<file path="src/rtl/ps2_pkg.sv">
// -----------------------------------------------------------------------------
// ps2_pkg
// Shared definitions for the PS/2 host transmitter and its line filters.
//   ps2_state_e   : transmitter FSM states
//   ps2_dbg_t     : debug view of the transmitter (state, bit index, line levels)
//   PARITY_IDX    : frame position of the odd-parity bit
//   STOP_IDX      : frame position of the stop bit
//   IDX_MAX       : saturation value of the frame bit index
//   inh_cycles()  : clock-inhibit length in system clock cycles
//   to_cycles()   : inter-edge timeout in system clock cycles
// -----------------------------------------------------------------------------
package ps2_pkg;

    typedef enum logic [2:0] {
        IDLE,
        INHIBIT,
        RTS,
        SHIFT,
        ACK,
        WAIT_IDLE,
        DONE,
        ERR
    } ps2_state_e;

    typedef struct packed {
        ps2_state_e  state;
        logic [3:0]  bit_idx;
        logic        clk_f;
        logic        data_f;
        logic        clk_fall;
        logic        data_fall;
    } ps2_dbg_t;

    localparam int PARITY_IDX = 8;
    localparam int STOP_IDX   = 9;
    localparam int IDX_MAX    = 10;

    // Frequency is divided first so the product stays inside 32 bits.
    function automatic int us_to_cycles(input int clk_freq, input int us);
        return (clk_freq / 1_000_000) * us;
    endfunction

    function automatic int inh_cycles(input int clk_freq, input int inhibit_us);
        return us_to_cycles(clk_freq, inhibit_us);
    endfunction

    function automatic int to_cycles(input int clk_freq, input int timeout_us);
        return us_to_cycles(clk_freq, timeout_us);
    endfunction

endpackage

</file>
<file path="src/rtl/ps2_line_filter.sv">
// -----------------------------------------------------------------------------
// ps2_line_filter
// Conditions one raw PS/2 pad level: 2-FF synchroniser, debounce, fall pulse.
//   clk    in  system clock
//   reset  in  asynchronous, active-low reset
//   raw    in  raw (asynchronous) pad level
//   level  out debounced level; changes only after FILTER_LEN identical
//              synchronised samples that differ from the current level
//   fall   out one-cycle pulse in the cycle level goes 1 -> 0
// An idle PS/2 line is pulled high, so every stage resets to 1.
// -----------------------------------------------------------------------------
module ps2_line_filter
    import ps2_pkg::*;
#(
    parameter int FILTER_LEN = 8
) (
    input  logic clk,
    input  logic reset,
    input  logic raw,
    output logic level,
    output logic fall
);

    localparam int CW = $clog2(FILTER_LEN + 1);

    logic          sync1;
    logic          sync2;
    logic [CW-1:0] run_cnt;

    always_ff @(posedge clk or negedge reset) begin
        if (!reset) begin
            sync1   <= 1'b1;
            sync2   <= 1'b1;
            level   <= 1'b1;
            run_cnt <= '0;
            fall    <= 1'b0;
        end else begin
            sync1 <= raw;
            sync2 <= sync1;
            fall  <= 1'b0;
            // run_cnt counts consecutive samples that disagree with level;
            // any agreeing sample restarts the run, so short glitches vanish.
            if (sync2 == level) begin
                run_cnt <= '0;
            end else if (run_cnt == CW'(FILTER_LEN - 1)) begin
                level   <= sync2;
                run_cnt <= '0;
                fall    <= level;
            end else begin
                run_cnt <= run_cnt + CW'(1);
            end
        end
    end

endmodule

</file>
<file path="src/rtl/ps2_host_tx.sv">
// -----------------------------------------------------------------------------
// ps2_host_tx
// PS/2 host-to-device transmitter: sends one command byte (e.g. 0xED LED-set)
// over the shared open-drain ps2_clk/ps2_data lines.
//   clk          in  system clock
//   reset        in  asynchronous, active-low reset
//   tx_data      in  byte to send, LSB first
//   tx_valid     in  transfer request
//   tx_ready     out high only in IDLE
//   tx_busy      out high in every state except IDLE (receiver ignores frames)
//   tx_done      out one-cycle pulse: device acknowledged the byte
//   tx_err       out one-cycle pulse: timeout or missing ACK
//   ps2_clk_in   in  raw ps2_clk pad level
//   ps2_data_in  in  raw ps2_data pad level
//   ps2_clk_oe   out 1 = pull ps2_clk low
//   ps2_data_oe  out 1 = pull ps2_data low
//   dbg          out FSM state, bit index and filtered line view
// Handshake: a byte is accepted in the cycle tx_valid && tx_ready is seen at
// the clock edge; tx_valid is ignored whenever tx_ready is low (no queueing).
// -----------------------------------------------------------------------------
module ps2_host_tx
    import ps2_pkg::*;
#(
    parameter int CLK_FREQ   = 100_000_000,
    parameter int INHIBIT_US = 100,
    parameter int TIMEOUT_US = 15_000,
    parameter int FILTER_LEN = 8
) (
    input  logic       clk,
    input  logic       reset,
    input  logic [7:0] tx_data,
    input  logic       tx_valid,
    output logic       tx_ready,
    output logic       tx_busy,
    output logic       tx_done,
    output logic       tx_err,
    input  logic       ps2_clk_in,
    input  logic       ps2_data_in,
    output logic       ps2_clk_oe,
    output logic       ps2_data_oe,
    output ps2_dbg_t   dbg
);

    localparam int INH = inh_cycles(CLK_FREQ, INHIBIT_US);
    localparam int TO  = to_cycles(CLK_FREQ, TIMEOUT_US);
    localparam int CW  = $clog2(((INH > TO) ? INH : TO) + 1);

    logic clk_f, clk_fall;
    logic data_f, data_fall;

    ps2_line_filter #(.FILTER_LEN(FILTER_LEN)) u_clk_filter (
        .clk   (clk),
        .reset (reset),
        .raw   (ps2_clk_in),
        .level (clk_f),
        .fall  (clk_fall)
    );

    ps2_line_filter #(.FILTER_LEN(FILTER_LEN)) u_data_filter (
        .clk   (clk),
        .reset (reset),
        .raw   (ps2_data_in),
        .level (data_f),
        .fall  (data_fall)
    );

    ps2_state_e    state_q, state_n;
    logic [CW-1:0] cnt_q, cnt_n;
    logic [3:0]    idx_q, idx_n;
    logic [9:0]    frame_q, frame_n;
    logic [3:0]    idx_inc;
    logic          clk_oe_c, data_oe_c;

    always_ff @(posedge clk or negedge reset) begin
        if (!reset) begin
            state_q <= IDLE;
            cnt_q   <= '0;
            idx_q   <= '0;
            frame_q <= '0;
        end else begin
            state_q <= state_n;
            cnt_q   <= cnt_n;
            idx_q   <= idx_n;
            frame_q <= frame_n;
        end
    end

    assign idx_inc = (idx_q == 4'(IDX_MAX)) ? idx_q : idx_q + 4'd1;

    always_comb begin
        state_n   = state_q;
        cnt_n     = cnt_q;
        idx_n     = idx_q;
        frame_n   = frame_q;
        clk_oe_c  = 1'b0;
        data_oe_c = 1'b0;

        case (state_q)
            IDLE: begin
                if (tx_valid) begin
                    // {stop, odd parity, data}; bit 0 goes out first.
                    frame_n = {1'b1, ~^tx_data, tx_data};
                    cnt_n   = '0;
                    idx_n   = '0;
                    state_n = INHIBIT;
                end
            end
            INHIBIT: begin
                // Host priority: the clock is forced low regardless of what the
                // device is doing; device falls seen here are ignored.
                clk_oe_c = 1'b1;
                if (cnt_q == CW'(INH - 1)) begin
                    data_oe_c = 1'b1;          // start bit set up before release
                    cnt_n     = '0;
                    state_n   = RTS;
                end else begin
                    cnt_n = cnt_q + CW'(1);
                end
            end
            RTS: begin
                data_oe_c = 1'b1;
                if (clk_fall) begin
                    idx_n   = '0;
                    state_n = SHIFT;
                end
            end
            SHIFT: begin
                // idx only moves on a fall, so data_oe changes in the cycle
                // after a fall and stays put for the rest of the bit.
                data_oe_c = ~frame_q[idx_q];
                if (clk_fall) begin
                    idx_n = idx_inc;
                    if (idx_inc == 4'(STOP_IDX)) begin
                        state_n = ACK;         // stop bit = released line
                    end
                end
            end
            ACK: begin
                if (clk_fall) begin
                    state_n = data_f ? ERR : WAIT_IDLE;
                end
            end
            WAIT_IDLE: begin
                // Further device falls here only restart the timeout.
                if (clk_f && data_f) begin
                    state_n = DONE;
                end
            end
            DONE: begin
                state_n = IDLE;
            end
            ERR: begin
                state_n = IDLE;
            end
            default: begin
                state_n = IDLE;
            end
        endcase

        // Shared inter-edge timeout for every state that waits on the device.
        if (state_q == RTS || state_q == SHIFT || state_q == ACK || state_q == WAIT_IDLE) begin
            if (clk_fall) begin
                cnt_n = '0;
            end else begin
                cnt_n = cnt_q + CW'(1);
                if (cnt_q == CW'(TO - 1)) begin
                    state_n = ERR;
                end
            end
        end
    end

    assign tx_ready    = (state_q == IDLE);
    assign tx_busy     = (state_q != IDLE);
    assign tx_done     = (state_q == DONE);
    assign tx_err      = (state_q == ERR);
    assign ps2_clk_oe  = clk_oe_c;
    assign ps2_data_oe = data_oe_c;

    assign dbg = '{state:     state_q,
                   bit_idx:   idx_q,
                   clk_f:     clk_f,
                   data_f:    data_f,
                   clk_fall:  clk_fall,
                   data_fall: data_fall};

endmodule

</file>
<file path="config.mk">
export PLATFORM = sky130hd
export DESIGN_NAME = ps2_host_tx
export DESIGN_NICKNAME = d
export VERILOG_FILES = /design/src/rtl/ps2_pkg.sv /design/src/rtl/ps2_line_filter.sv /design/src/rtl/ps2_host_tx.sv
export SDC_FILE = /design/constraint.sdc
export NUM_CORES = 1
export LEC_CHECK = 0
export CAP_MARGIN = 20
export CORE_UTILIZATION = 30
export DETAILED_ROUTE_END_ITERATION = 7
export HOLD_SLACK_MARGIN = 0.1
export SLEW_MARGIN = 30
export SYNTH_ARGS = -nofsm -noshare
export SYNTH_HDL_FRONTEND = slang
export SYNTH_SLANG_ARGS = --single-unit
export TNS_END_PERCENT = 100
</file>
<file path="constraint.sdc">
create_clock -name clk -period 3.2 [get_ports clk]
set_input_delay 0.48 -clock clk [delete_from_list [all_inputs] [get_ports clk]]
set_output_delay 0.48 -clock clk [all_outputs]
set_load 0.05 [all_outputs]
</file>
==> results of run 1 <==
==> per-stage QoR <==
step	hold WS [ns]	total power [mW]	util	cell area [um2]
after floorplan	0.184	1.88	-	3010
after global placement	0.346	2.24	0.356	3460
after detailed placement	0.351	2.26	0.356	3460
after CTS	0.362	2.64	0.365	3550
after global routing	0.365	2.81	0.365	3550
final	0.362	2.61	0.365	3550
==> cells by family after synthesis <==
| family | Yosys count | share of synthesized area |
|---|---|---|
| compound gates | 68 | 0.146 |
| xor+xnor | 12 | 0.0349 |
| fa+ha+maj | 8 | 0.0333 |
| buf+inv | 27 | 0.0420 |
| flops | 54 | 0.451 |
| mux | 18 | 0.0740 |
| simple gates | 122 | 0.218 |
==> registers in the layout (all words and copies together), names as in the netlist <==
register and count:
u_clk_filter.run_cnt 4, u_data_filter.run_cnt 4, state_q 3, u_data_filter.level 1
u_data_filter.fall 1, u_clk_filter.fall 1, u_clk_filter.sync2 1, cnt_q 21
frame_q 10, u_data_filter.sync1 1, u_data_filter.sync2 1, u_clk_filter.sync1 1
idx_q 4, u_clk_filter.level 1
==> layout make-up <==
class	count	share of cell area
Timing Repair Buffer	39	0.105
Multi-Input combinational cell	228	0.433
Inverter	10	0.0106
Tap cell	133	0.0469
Clock buffer	7	0.0215
Sequential cell	54	0.383
==> per-layer routing <==
metal	share of wire	vias to the layer above
met1	0.49	1189
met2	0.48	40
met4	0.012	0
li1	-	1192
met5	0	-
met3	0.025	9
==> path summary, 6_finish.rpt <==
path	cells after the start	slack (ns)	end
worst max-delay path	6	0.39	ps2_data_oe
worst min-delay path	0	0.36	u_data_filter.sync2
worst max register to register	7	0.67	cnt_q[15]
worst min register to register	0	0.36	u_data_filter.sync2
max in group asynchronous	3	1.72	u_clk_filter.level
min in group asynchronous	2	0.63	idx_q[1]
==> Yosys cell counts (4+ instances only) <==
| master | count | area (um2) |
|---|---|---|
| inv_1 | 10 | 37.5 |
| dfrtp_1 | 48 | 1200 |
| clkbuf_1 | 9 | 33.8 |
| nand2_1 | 36 | 135 |
| nor3b_1 | 6 | 45.0 |
| mux2_2 | 14 | 158 |
| ha_1 | 8 | 100 |
| a21oi_1 | 13 | 65.1 |
| o21ai_0 | 8 | 40.0 |
| nand3_1 | 19 | 95.1 |
| dfstp_2 | 6 | 158 |
| a41oi_1 | 5 | 43.8 |
| o31ai_1 | 8 | 60.1 |
| a31oi_1 | 20 | 125 |
| and2_1 | 6 | 37.5 |
| buf_4 | 4 | 30.0 |
| xnor2_1 | 12 | 105 |
| nor4_1 | 6 | 37.5 |
| nor3_1 | 4 | 20.0 |
| nor2b_1 | 6 | 37.5 |
| nor2_1 | 13 | 48.8 |
| nand4_1 | 6 | 37.5 |
==> power breakdown <==
part	total, mW	switching, mW	internal, mW
Combinational	1.20	0.698	0.504
Sequential	1.04	0.197	0.843
Clock	0.363	0.212	0.152
==> what timing repair did <==
| item | CTS | global route |
|---|---|---|
| hold endpoints to repair | 4 | 0 |
| setup buffers | 0 | 0 |
| hold buffers | 1 | 0 |
==> results.yml, run 1 <==
status:
  outcome: "finished, final reports clean"
logic_synthesis:
  syn_area_mm2: 0.00301
  synth_cell_type_count: 48
  yosysSeqAreaShare: 0.451
  syn_nets: 330
  synth-main-ff-cell: "dfrtp_1"
  avgSynthCellArea_um2: 9.74
  synth_edf_count: 0
  synth-seq-cells: 54
  synth_cells: 309
  ys_warn_count: 0
  synthArstFlopShare: 1.00
clocking:
  htreeDepth: 2
  clock-root-buffer: "clkbuf_8"
  cts_buffers: 5
  cts_resized: 0
  clockBufferDepth: 2
  worstSkewPairLatency_ns: 0.30
  clk_pin_slew_ns: 0.09
  cts_tree: "done"
  clkSinkCount: 54
sta:
  rsz0062_at_grt: "no"
  clock_skew_ns: 0.0128
  worst_pin_slew_ns: 0.706
  setup_tns_ns: 0
  slew_violations: 0
  worst_slack_ns: 0.393
  setup_viol: 0
  fmax_ghz: 0.356
  hold_viol_final: 0
  slew_headroom: 0.525
  min_period_ns: 2.81
  final.period_utilization: 0.877
global_route:
  top_usage_layer: "met2"
  grt_pass1_wl_um: 11100
  grt_max_degree: 38
  grt_pass1_vias: 2277
  gr-usage-all-layers: 0.134
  gr-usage-met2: 0.219
  grt_use_met3: 0.0205
  antenna_found_initial: 0
  grt_overflow: 0
  groute.layer.met1.usage: 0.184
detailed_routing:
  via_count: 2430
  wl_per_cell_um: 13.8
  drt_pass1_iterations: 4
  initialDrtViolationCount: 139
  drc_errors: 0
  wl_um: 6500
  via_per_inst: 5.16
  ant_nets: 0
layout:
  multi_input_area_mm2: 0.00154
  final_cell_mix: "dfrtp_1, nand2_1, clkdlybuf4s50_1"
  register_area_mm2: 0.00136
  diodes: 0
  area_growth_pct: 17.8
  nets: 359
  final_cells: 471
  fill_cells: 1018
  layout_commonest_cell: "dfrtp_1"
  drive_above_1_share: 0.130
critical_path:
  crit_type: "flip-flop to output pin"
  crit_chain: "or4b_4 > nor3_4 > and4_1 > nand2_1 > a21oi_2 > buf_12"
  cp_num_buf_inv: 1
  crit_fanout: 9
  cp_top_family: "simple AND/OR/NAND/NOR gates"
  slowest_delay_ns: 0.58
  r2r-start: "state_q[1]"
  required_ns: 2.72
  slowest_stage: "or4b_4"
  start_kind: "flip-flop"
  worstSetupEndpointType: "output pin"
  cp.arrival_ns: 2.33
  cp-startpoint: "cnt_q[5]"
placement:
  dp_hpwl_um: 4720
  place.gp.congestion: 0.795
  placed_cells: 463
  io_buffers: 29
  place_ws_ns: 0.700
floorplanning:
  core_mm2: 0.00973
  die_area_mm2: 0.0104
  start_util: 0.309
  rows: 36
  chipHeight_um: 102
  ios: 30
  die_w_um: 102
run:
  cap_violations: 0
hold_path:
  min_path_type: "flip-flop to flip-flop"
  worstHoldStart: "u_data_filter.sync1"
power:
  power.density_mw_per_mm2: 735
  max-vdd-ir-drop_uv: 332
  p_leak_nw: 1.41
Note: power is estimated with default switching activity, not from simulation.
==> run 2: changes to the inputs <==
--- a/config.mk
+++ b/config.mk
@@ -5,7 +5,8 @@
 export SDC_FILE = /design/constraint.sdc
 export NUM_CORES = 1
 export LEC_CHECK = 0
-export CAP_MARGIN = 20
+export ABC_CLOCK_PERIOD_IN_PS = 3200
+export CAP_MARGIN = 25
 export CORE_UTILIZATION = 30
 export DETAILED_ROUTE_END_ITERATION = 7
 export HOLD_SLACK_MARGIN = 0.1
==> results of run 2 <==
Same layout as run 1: the final DEF is identical, and so are final timing and power.
==> run 3: changes to the inputs <==
--- a/config.mk
+++ b/config.mk
@@ -5,11 +5,12 @@
 export SDC_FILE = /design/constraint.sdc
 export NUM_CORES = 1
 export LEC_CHECK = 0
-export ABC_CLOCK_PERIOD_IN_PS = 3200
+export ABC_CLOCK_PERIOD_IN_PS = 3100
 export CAP_MARGIN = 25
-export CORE_UTILIZATION = 30
+export CORE_UTILIZATION = 45
 export DETAILED_ROUTE_END_ITERATION = 7
 export HOLD_SLACK_MARGIN = 0.1
+export PLACE_DENSITY_LB_ADDON = 0.2
 export SLEW_MARGIN = 30
 export SYNTH_ARGS = -nofsm -noshare
 export SYNTH_HDL_FRONTEND = slang
==> constraint.sdc (replaced) <==
create_clock -name clk -period 3.1 [get_ports clk]
set_input_delay 0.465 -clock clk [delete_from_list [all_inputs] [get_ports clk]]
set_output_delay 0.465 -clock clk [all_outputs]
set_load 0.05 [all_outputs]
==> results.yml, run 3 (synthesized netlist as in run 1, its figures left out) <==
clocking:
  clkSinkCount: 54
  post-cts-setup-buffer-count: 0
  clockBufferDepth: 2
  worstSkewPairLatency_ns: 0.30
  clock-root-buffer: "clkbuf_8"
  hold_buffers: 0
  clk_pin_slew_ns: 0.10
  cts_tree: "done"
  htreeDepth: 2
  cts_resized: 0
  cts_buffers: 5
critical_path:
  cp_top_family: "multiplexers"
  slowest_stage: "dfrtp_1"
  slowest_delay_ns: 0.56
  crit_fanout: 9
  reg2reg_depth: 7
  crit_type: "flip-flop to output pin"
  cp.arrival_ns: 2.36
  r2r-start: "state_q[1]"
  cp-startpoint: "idx_q[0]"
  r2r-end: "cnt_q[5]"
  cp_num_buf_inv: 1
  crit_chain: "mux4_2 > mux2_2 > o211ai_1 > nand3_1 > a21oi_2 > buf_12"
  start_kind: "flip-flop"
  rrSetupSlack_ns: 0.75
  required_ns: 2.63
  worstSetupEndpointType: "output pin"
power:
  p_leak_nw: 1.41
  power.density_mw_per_mm2: 773
  fin_total_pwr_mw: 2.69
  max-vdd-ir-drop_uv: 432
sta:
  worst_pin_slew_ns: 0.557
  slew_violations: 0
  hold_viol_final: 0
  worst_slack_ns: 0.279
  setup_viol: 0
  rsz0062_at_grt: "no"
  min_period_ns: 2.82
  setup_tns_ns: 0
  final.period_utilization: 0.910
  clock_skew_ns: 0.0108
  slew_headroom: 0.629
  fmax_ghz: 0.354
  hold-worst-slack_ns: 0.137
detailed_routing:
  wl_per_cell_um: 15.2
  initialDrtViolationCount: 115
  routed.top_layer: "met4"
  via_per_inst: 5.87
  ant_nets: 0
  wl_met1_um: 3050
  wl_um: 6320
  drt_pass1_iterations: 5
  drc_errors: 0
  via_count: 2442
  wl_met3_um: 183
  route.met2.wl_um: 2990
layout:
  nets: 359
  layout_commonest_cell: "dfrtp_1"
  drive_above_1_share: 0.136
  diodes: 0
  area_growth_pct: 15.7
  largest_register_ffs: 21
  fill_cells: 584
  utilization: 0.545
  register_area_mm2: 0.00136
  regMostFlops: "cnt_q"
  final_cell_mix: "dfrtp_1, nand2_1, clkdlybuf4s50_1"
  reg.largest.list: "cnt_q: 21 flops, frame_q: 10 flops"
  multi_input_area_mm2: 0.00154
placement:
  place.gp.congestion: 0.870
  io_buffers: 29
  place_ws_ns: 0.605
  dp_hpwl_um: 4490
floorplanning:
  die_w_um: 83.8
  core_mm2: 0.00639
  die_area_mm2: 0.00702
  ios: 30
  start_util: 0.471
  chipHeight_um: 83.8
  rows: 29
status:
  outcome: "finished, final reports clean"
global_route:
  grt_max_degree: 30
  grt_pass1_wl_um: 10800
  grt_overflow: 0
  gr-usage-all-layers: 0.189
  grt_pass1_vias: 2301
  antenna_found_initial: 0
hold_path:
  min_path_type: "input port to asynchronous set/reset pin"
run:
  cap_violations: 0
run 3: report_power, final:
group          total, mW  switching (mW)  leakage, nW  internal, mW
combinational       1.25           0.733        0.679         0.514
sequential          1.06           0.185        0.696         0.870
clock              0.387           0.227       0.0385         0.161
run 3: worst reg2reg max path: stages (launching register included):
cell and delay (ns):
dfrtp_1 0.47, ha_1 0.40, nor4bb_1 0.39, nor2_1 0.11, a21oi_1 0.33, buf_4 0.28
o21ai_0 0.11, a31oi_1 0.17
run 3: per-layer routing:
| layer | track usage | vias up |
|---|---|---|
| met2 | 0.304 | 37 |
| met3 | 0.0376 | 9 |
| li1 | - | 1194 |
| met4 | 0.0539 | 0 |
| met1 | 0.261 | 1202 |
| met5 | 0 | - |
run 3: how the worst max path moves through the flow:
stage          slack [ns]  cells after the start          end
3_3_place_gp         0.63                      6  ps2_data_oe
5_1_grt              0.16                      6  ps2_data_oe
2_1_floorplan        0.14                      6  ps2_data_oe
4_1_cts              0.25                      6  ps2_data_oe
6_report             0.28                      6  ps2_data_oe
3_5_place_dp         0.61                      6  ps2_data_oe
run 3: final cells by class:
cell class,count,area share
Multi-Input combinational cell,228,0.441
Sequential cell,54,0.390
Timing Repair Buffer,39,0.106
Tap cell,77,0.0277
Clock buffer,7,0.0219
Inverter,10,0.0108
Clock inverter,1,0.00216
run 3: per-stage QoR:
stage / cell area (um2) / instances
detailed placement: 3400 / 408
CTS: 3480 / 416
global route: 3480 / 416
global placement: 3400 / 408
finish: 3480 / 416
floorplan: 3010 / 309
